### config.mk
export PLATFORM = sky130hd
export DESIGN_NAME = rptr_empty_flat
export DESIGN_NICKNAME = d
export VERILOG_FILES = /design/src/rtl/rptr_empty_if.sv /design/src/rtl/rptr_empty.sv /design/src/flat_wrapper.sv
export SDC_FILE = /design/constraint.sdc
export NUM_CORES = 1
export LEC_CHECK = 0
export ABC_AREA = 1
export BUFFER_PORTS_ARGS = -buffer_cell sky130_fd_sc_hd__buf_4
export CORE_AREA = 2 2 39 41
export DETAILED_ROUTE_END_ITERATION = 8
export DIE_AREA = 0 0 41 43
export GPL_ROUTABILITY_DRIVEN = 0
export GPL_TIMING_DRIVEN = 0
export PLACE_DENSITY_LB_ADDON = 0.05
export SYNTH_ARGS = -nofsm -noshare
export SYNTH_HDL_FRONTEND = slang
export SYNTH_SLANG_ARGS = --single-unit
### constraint.sdc
create_clock -name r_clk -period 2.95 [get_ports r_clk]
set_input_delay 0.59 -clock r_clk [delete_from_list [all_inputs] [get_ports r_clk]]
set_output_delay 0.59 -clock r_clk [all_outputs]
set_load 0.005 [all_outputs]
### src/rtl/rptr_empty_if.sv
// Read-side pointer/empty bus: consumer request, synchronized write pointer in;
// RAM read address, Gray read pointer, flags and level out.
interface rptr_empty_if #(
  parameter int unsigned AW = 3
);
  logic          r_en;
  logic [AW:0]   rsync_ptr2;
  logic [AW-1:0] raddr;
  logic [AW:0]   rptr;
  logic          r_empty;
  logic          r_underflow;
  logic [AW:0]   r_level;
  logic          r_aempty;

  // Consumer / synchronizer side
  modport master (
    output r_en, rsync_ptr2,
    input  raddr, rptr, r_empty, r_underflow, r_level, r_aempty
  );

  // Pointer/empty stage side
  modport slave (
    input  r_en, rsync_ptr2,
    output raddr, rptr, r_empty, r_underflow, r_level, r_aempty
  );
endinterface

### src/rtl/rptr_empty.sv
// Read-domain pointer and empty-flag stage of the async FIFO.
// Optional feature macro RD_LEVEL_EN: adds read-side fill level and a
// threshold-based almost-empty flag; without it r_level is 0 and r_aempty
// follows r_empty.
module rptr_empty #(
  parameter int unsigned DEPTH      = 8,
  parameter int unsigned AEMPTY_THR = 2
) (
  input  logic         r_clk,
  input  logic         rst_n,
  rptr_empty_if.slave  bus
);

  localparam int unsigned AW = $clog2(DEPTH);
  localparam int unsigned PW = AW + 1;

  // Out-of-range threshold leaves an empty marker block; no hardware cost.
  if (AEMPTY_THR == 0 || AEMPTY_THR >= DEPTH) begin : g_thr_out_of_range
  end

  logic [PW-1:0] rbin;
  logic [PW-1:0] rptr_q;
  logic          empty_q;
  logic          underflow_q;

  logic          rd_inc;
  logic [PW-1:0] rbin_next;
  logic [PW-1:0] rgray_next;

  // Next-state read pointer in binary and Gray
  always_comb begin
    rd_inc     = 1'b0;
    rbin_next  = rbin;
    rgray_next = '0;
    rd_inc     = bus.r_en & ~empty_q;
    rbin_next  = rbin + PW'(rd_inc);
    rgray_next = (rbin_next >> 1) ^ rbin_next;
  end

  // Pointer, empty and underflow registers
  always_ff @(posedge r_clk or negedge rst_n) begin
    if (!rst_n) begin
      rbin        <= '0;
      rptr_q      <= '0;
      empty_q     <= 1'b1;
      underflow_q <= 1'b0;
    end else begin
      rbin        <= rbin_next;
      rptr_q      <= rgray_next;
      empty_q     <= (rgray_next == bus.rsync_ptr2);
      underflow_q <= bus.r_en & empty_q;
    end
  end

  assign bus.raddr       = rbin[AW-1:0];
  assign bus.rptr        = rptr_q;
  assign bus.r_empty     = empty_q;
  assign bus.r_underflow = underflow_q;

`ifdef RD_LEVEL_EN
  logic [PW-1:0] wbin_s;
  logic [PW-1:0] level_next;
  logic [PW-1:0] level_q;
  logic          aempty_q;

  // Gray-to-binary of the synchronized write pointer and occupancy
  always_comb begin
    wbin_s         = '0;
    level_next     = '0;
    wbin_s[PW-1]   = bus.rsync_ptr2[PW-1];
    for (int i = int'(PW) - 2; i >= 0; i--) begin
      wbin_s[i] = wbin_s[i+1] ^ bus.rsync_ptr2[i];
    end
    level_next = wbin_s - rbin_next;
  end

  // Registered level and almost-empty flag
  always_ff @(posedge r_clk or negedge rst_n) begin
    if (!rst_n) begin
      level_q  <= '0;
      aempty_q <= 1'b1;
    end else begin
      level_q  <= level_next;
      aempty_q <= (level_next <= PW'(AEMPTY_THR));
    end
  end

  assign bus.r_level  = level_q;
  assign bus.r_aempty = aempty_q;
`else
  assign bus.r_level  = '0;
  assign bus.r_aempty = empty_q;
`endif

endmodule

### src/flat_wrapper.sv
// flat-port wrapper written by rule: the top's interface ports become plain ports
module rptr_empty_flat 
#(
  parameter int unsigned DEPTH      = 8,
  parameter int unsigned AEMPTY_THR = 2
)
  (r_clk, rst_n, bus_r_en, bus_rsync_ptr2, bus_raddr, bus_rptr, bus_r_empty, bus_r_underflow, bus_r_level, bus_r_aempty);
  rptr_empty_if #(.AW((3))) bus_i ();
  input  logic r_clk;
  input  logic rst_n;
  input wire logic [$bits(bus_i.r_en)-1:0] bus_r_en;
  input wire logic [$bits(bus_i.rsync_ptr2)-1:0] bus_rsync_ptr2;
  output wire logic [$bits(bus_i.raddr)-1:0] bus_raddr;
  output wire logic [$bits(bus_i.rptr)-1:0] bus_rptr;
  output wire logic [$bits(bus_i.r_empty)-1:0] bus_r_empty;
  output wire logic [$bits(bus_i.r_underflow)-1:0] bus_r_underflow;
  output wire logic [$bits(bus_i.r_level)-1:0] bus_r_level;
  output wire logic [$bits(bus_i.r_aempty)-1:0] bus_r_aempty;
  assign bus_i.r_en = bus_r_en;
  assign bus_i.rsync_ptr2 = bus_rsync_ptr2;
  assign bus_raddr = bus_i.raddr;
  assign bus_rptr = bus_i.rptr;
  assign bus_r_empty = bus_i.r_empty;
  assign bus_r_underflow = bus_i.r_underflow;
  assign bus_r_level = bus_i.r_level;
  assign bus_r_aempty = bus_i.r_aempty;
  rptr_empty #(.DEPTH(DEPTH), .AEMPTY_THR(AEMPTY_THR)) u_core (.r_clk(r_clk), .rst_n(rst_n), .bus(bus_i));
endmodule
==> flow_summary.json <==
{
  "die_y_um": 43,
  "max-cap-violations": 0,
  "arrival_ps": 2030,
  "htreeDepth": 1,
  "core-area_um2": 1380,
  "crit_path_start_kind": "flop",
  "cellLeakagePower_nw": 0.418,
  "synth_cell_types": 15,
  "fin_tns_setup_ps": 0,
  "rsz0062_at_grt": "false",
  "drc_errors": 0,
  "swShare": 0.419,
  "io_pins": 21,
  "fmax_ghz": 0.544,
  "die_w_um": 41,
  "end_kind": "flop",
  "synth_seq_area_share": 0.430,
  "drive_gt1_frac": 0.348,
  "io_buffer_count": 16,
  "p_sw_mw": 0.311,
  "ys_warn_count": 0,
  "path_clk_slew_ps": 60,
  "cts.sink_count": 9,
  "netlist_area_um2": 527,
  "routed-via-count": 453,
  "crit_fanout": 5,
  "preCtsSetupSlack_ps": 904,
  "grt_pass1_vias": 353,
  "worst_r2r_path_depth": 8,
  "cts_tree": "yes",
  "hold_buffers": 0,
  "setup_viol": 0,
  "rrSetupSlack_ps": 1110,
  "clock_path_buffers": 2,
  "vdd_ir_drop_max_uv": 459,
  "drv_slew": 0,
  "numCtsBuffers": 3,
  "pwr-share-clk": 0.131,
  "intPower_mw": 0.431,
  "avgViaCountPerCell": 4.31,
  "clkLatencyLatePin_ps": 260,
  "critPathLaunch": "u_core.bus.r_aempty",
  "first_pass_iters": 4,
  "grtUsageTotal": 0.138,
  "antenna_found_initial": 0,
  "min_period_over_period": 0.623,
  "power_density_nw_per_um2": 1050,
  "grt_pass1_wl_um": 1470,
  "ant_nets": 0,
  "crit_end": "u_core.bus.r_aempty",
  "drt_iter0_markers": 1,
  "worstReg2RegEnd": "u_core.bus.r_aempty",
  "hold_path_class": "primary input to async pin",
  "final_area_um2": 704,
  "areaGrowthSynthToFinish_pct": 33.7,
  "wl_um": 986,
  "grt_overflow": 0,
  "yosys-top-cells-area": "dfrtp_1, nand2_1, nand3_1",
  "period_minus_slack_ps": 1840,
  "synth_cells": 66,
  "hpwl_um": 794,
  "synth_top_area_frac": 0.380,
  "post-route-util": 0.509,
  "post-cts-setup-buffers": 0,
  "synth_area_leader_cell": "dfrtp_1",
  "cts_root_buffer": "clkbuf_4",
  "reg2reg_from": "u_core.bus.r_aempty",
  "seqPwrFrac": 0.312,
  "syn_area_per_cell_um2": 7.98,
  "antenna_cells": 0,
  "place_area_um2": 678,
  "status": "finished clean",
  "required_ps": 3150,
  "final_nets": 99,
  "row_count": 14,
  "path_class": "flop to flop",
  "initial_utilization": 0.381,
  "timing.final.ws_setup_ps": 1110,
  "p_comb_frac": 0.557,
  "grt_max_degree": 10,
  "synth_seq_cells": 9,
  "skew_ps": 0.384,
  "cts_resized": 0,
  "hold_violations": 0,
  "post_drt_wl_per_cell_um": 9.39,
  "die_area_um2": 1760
}
==> state kept, by name (all words and copies together), names as in the netlist <==
signal,flops
u_core.bus.r_aempty,1
u_core.bus.r_underflow,1
u_core.bus.rptr,3
u_core.rbin,4
==> power groups by stage <==
stage / combinational [mW] / sequential [mW] / clock [mW]
6_report: 0.413 / 0.232 / 0.0970
5_1_grt: 0.474 / 0.240 / 0.110
4_1_cts: 0.423 / 0.233 / 0.101
3_5_place_dp: 0.421 / 0.234 / 0
3_3_place_gp: 0.418 / 0.233 / 0
2_1_floorplan: 0.265 / 0.235 / 0
==> logic make-up (layout without fill, tap and decap cells) <==
family / after synthesis / count (layout) / share of synthesized area
other: 1 / 4 / 0.00712
xor gates and xnor gates: 1 / 1 / 0.0166
buffers and inverters: 15 / 35 / 0.143
adders and majority gates: 2 / 2 / 0.0475
DFF: 9 / 9 / 0.430
and+or+nand+nor: 38 / 38 / 0.356
==> how the worst min path moves through the flow <==
stage,endpoint,slack [ps],depth (start not counted)
4_1_cts,u_core.rbin[3],140,1
2_1_floorplan,u_core.bus.r_underflow,290,0
3_3_place_gp,u_core.rbin[3],420,1
3_5_place_dp,u_core.rbin[3],420,1
6_report,u_core.rbin[3],140,1
5_1_grt,u_core.bus.r_underflow,130,1
==> cells in the final DEF (no fill, tap or decap) <==
cell	synthesis	layout
clkbuf_1	0	1
xor2_1	1	1
dfrtp_1	8	8
clkbuf_4	0	3
nand2_2	4	4
nor2_1	2	2
nand3b_1	1	1
ha_1	2	2
nand3_1	11	11
nand3_2	1	1
inv_1	10	10
dfstp_2	1	1
nand4_1	1	1
nand4_2	1	1
nand2_1	17	17
conb_1	1	4
buf_4	5	21
==> critical path, cell delays in order (launching register included) <==
cell and delay (ps):
dfstp_2 550, nor2_1 50, ha_1 230, ha_1 390
xor2_1 230, nand2_1 70, nand2_1 80, nand3_1 70
nor2_1 90
==> cell usage after synthesis <==
cell      instances
inv_1            10
nand3_2           1
xor2_1            1
nand4_2           1
dfrtp_1           8
dfstp_2           1
nor2_1            2
nand3b_1          1
ha_1              2
nand2_2           4
nand2_1          17
nand3_1          11
nand4_1           1
conb_1            1
buf_4             5
==> layer usage <==
| metal | GRT usage | up-vias | part of all wire |
|---|---|---|---|
| li1 | - | 242 | - |
| met1 | 0.168 | 201 | 0.46 |
| met2 | 0.181 | 8 | 0.47 |
| met3 | 0.0314 | 2 | 0.044 |
| met4 | 0.140 | 0 | 0.019 |
| met5 | 0 | - | 0 |
==> area by class of cell <==
type / instances / area (um2)
fill: 145 / 679
inverter: 10 / 37.5
tap: 16 / 20.0
timing repair buffer: 16 / 120
buffer: 5 / 37.5
clock buffer: 4 / 26.3
multi-input combinational: 45 / 236
sequential: 9 / 226
==> through the flow <==
stage / hold WS [ps] / std cells / power, mW
finish: 143 / 105 / 0.742
global route: 133 / 105 / 0.824
CTS: 139 / 105 / 0.756
detailed placement: 422 / 101 / 0.655
global placement: 421 / 101 / 0.651
floorplan: 294 / 69 / 0.499
No activity file was read; power rests on OpenSTA's default activity.
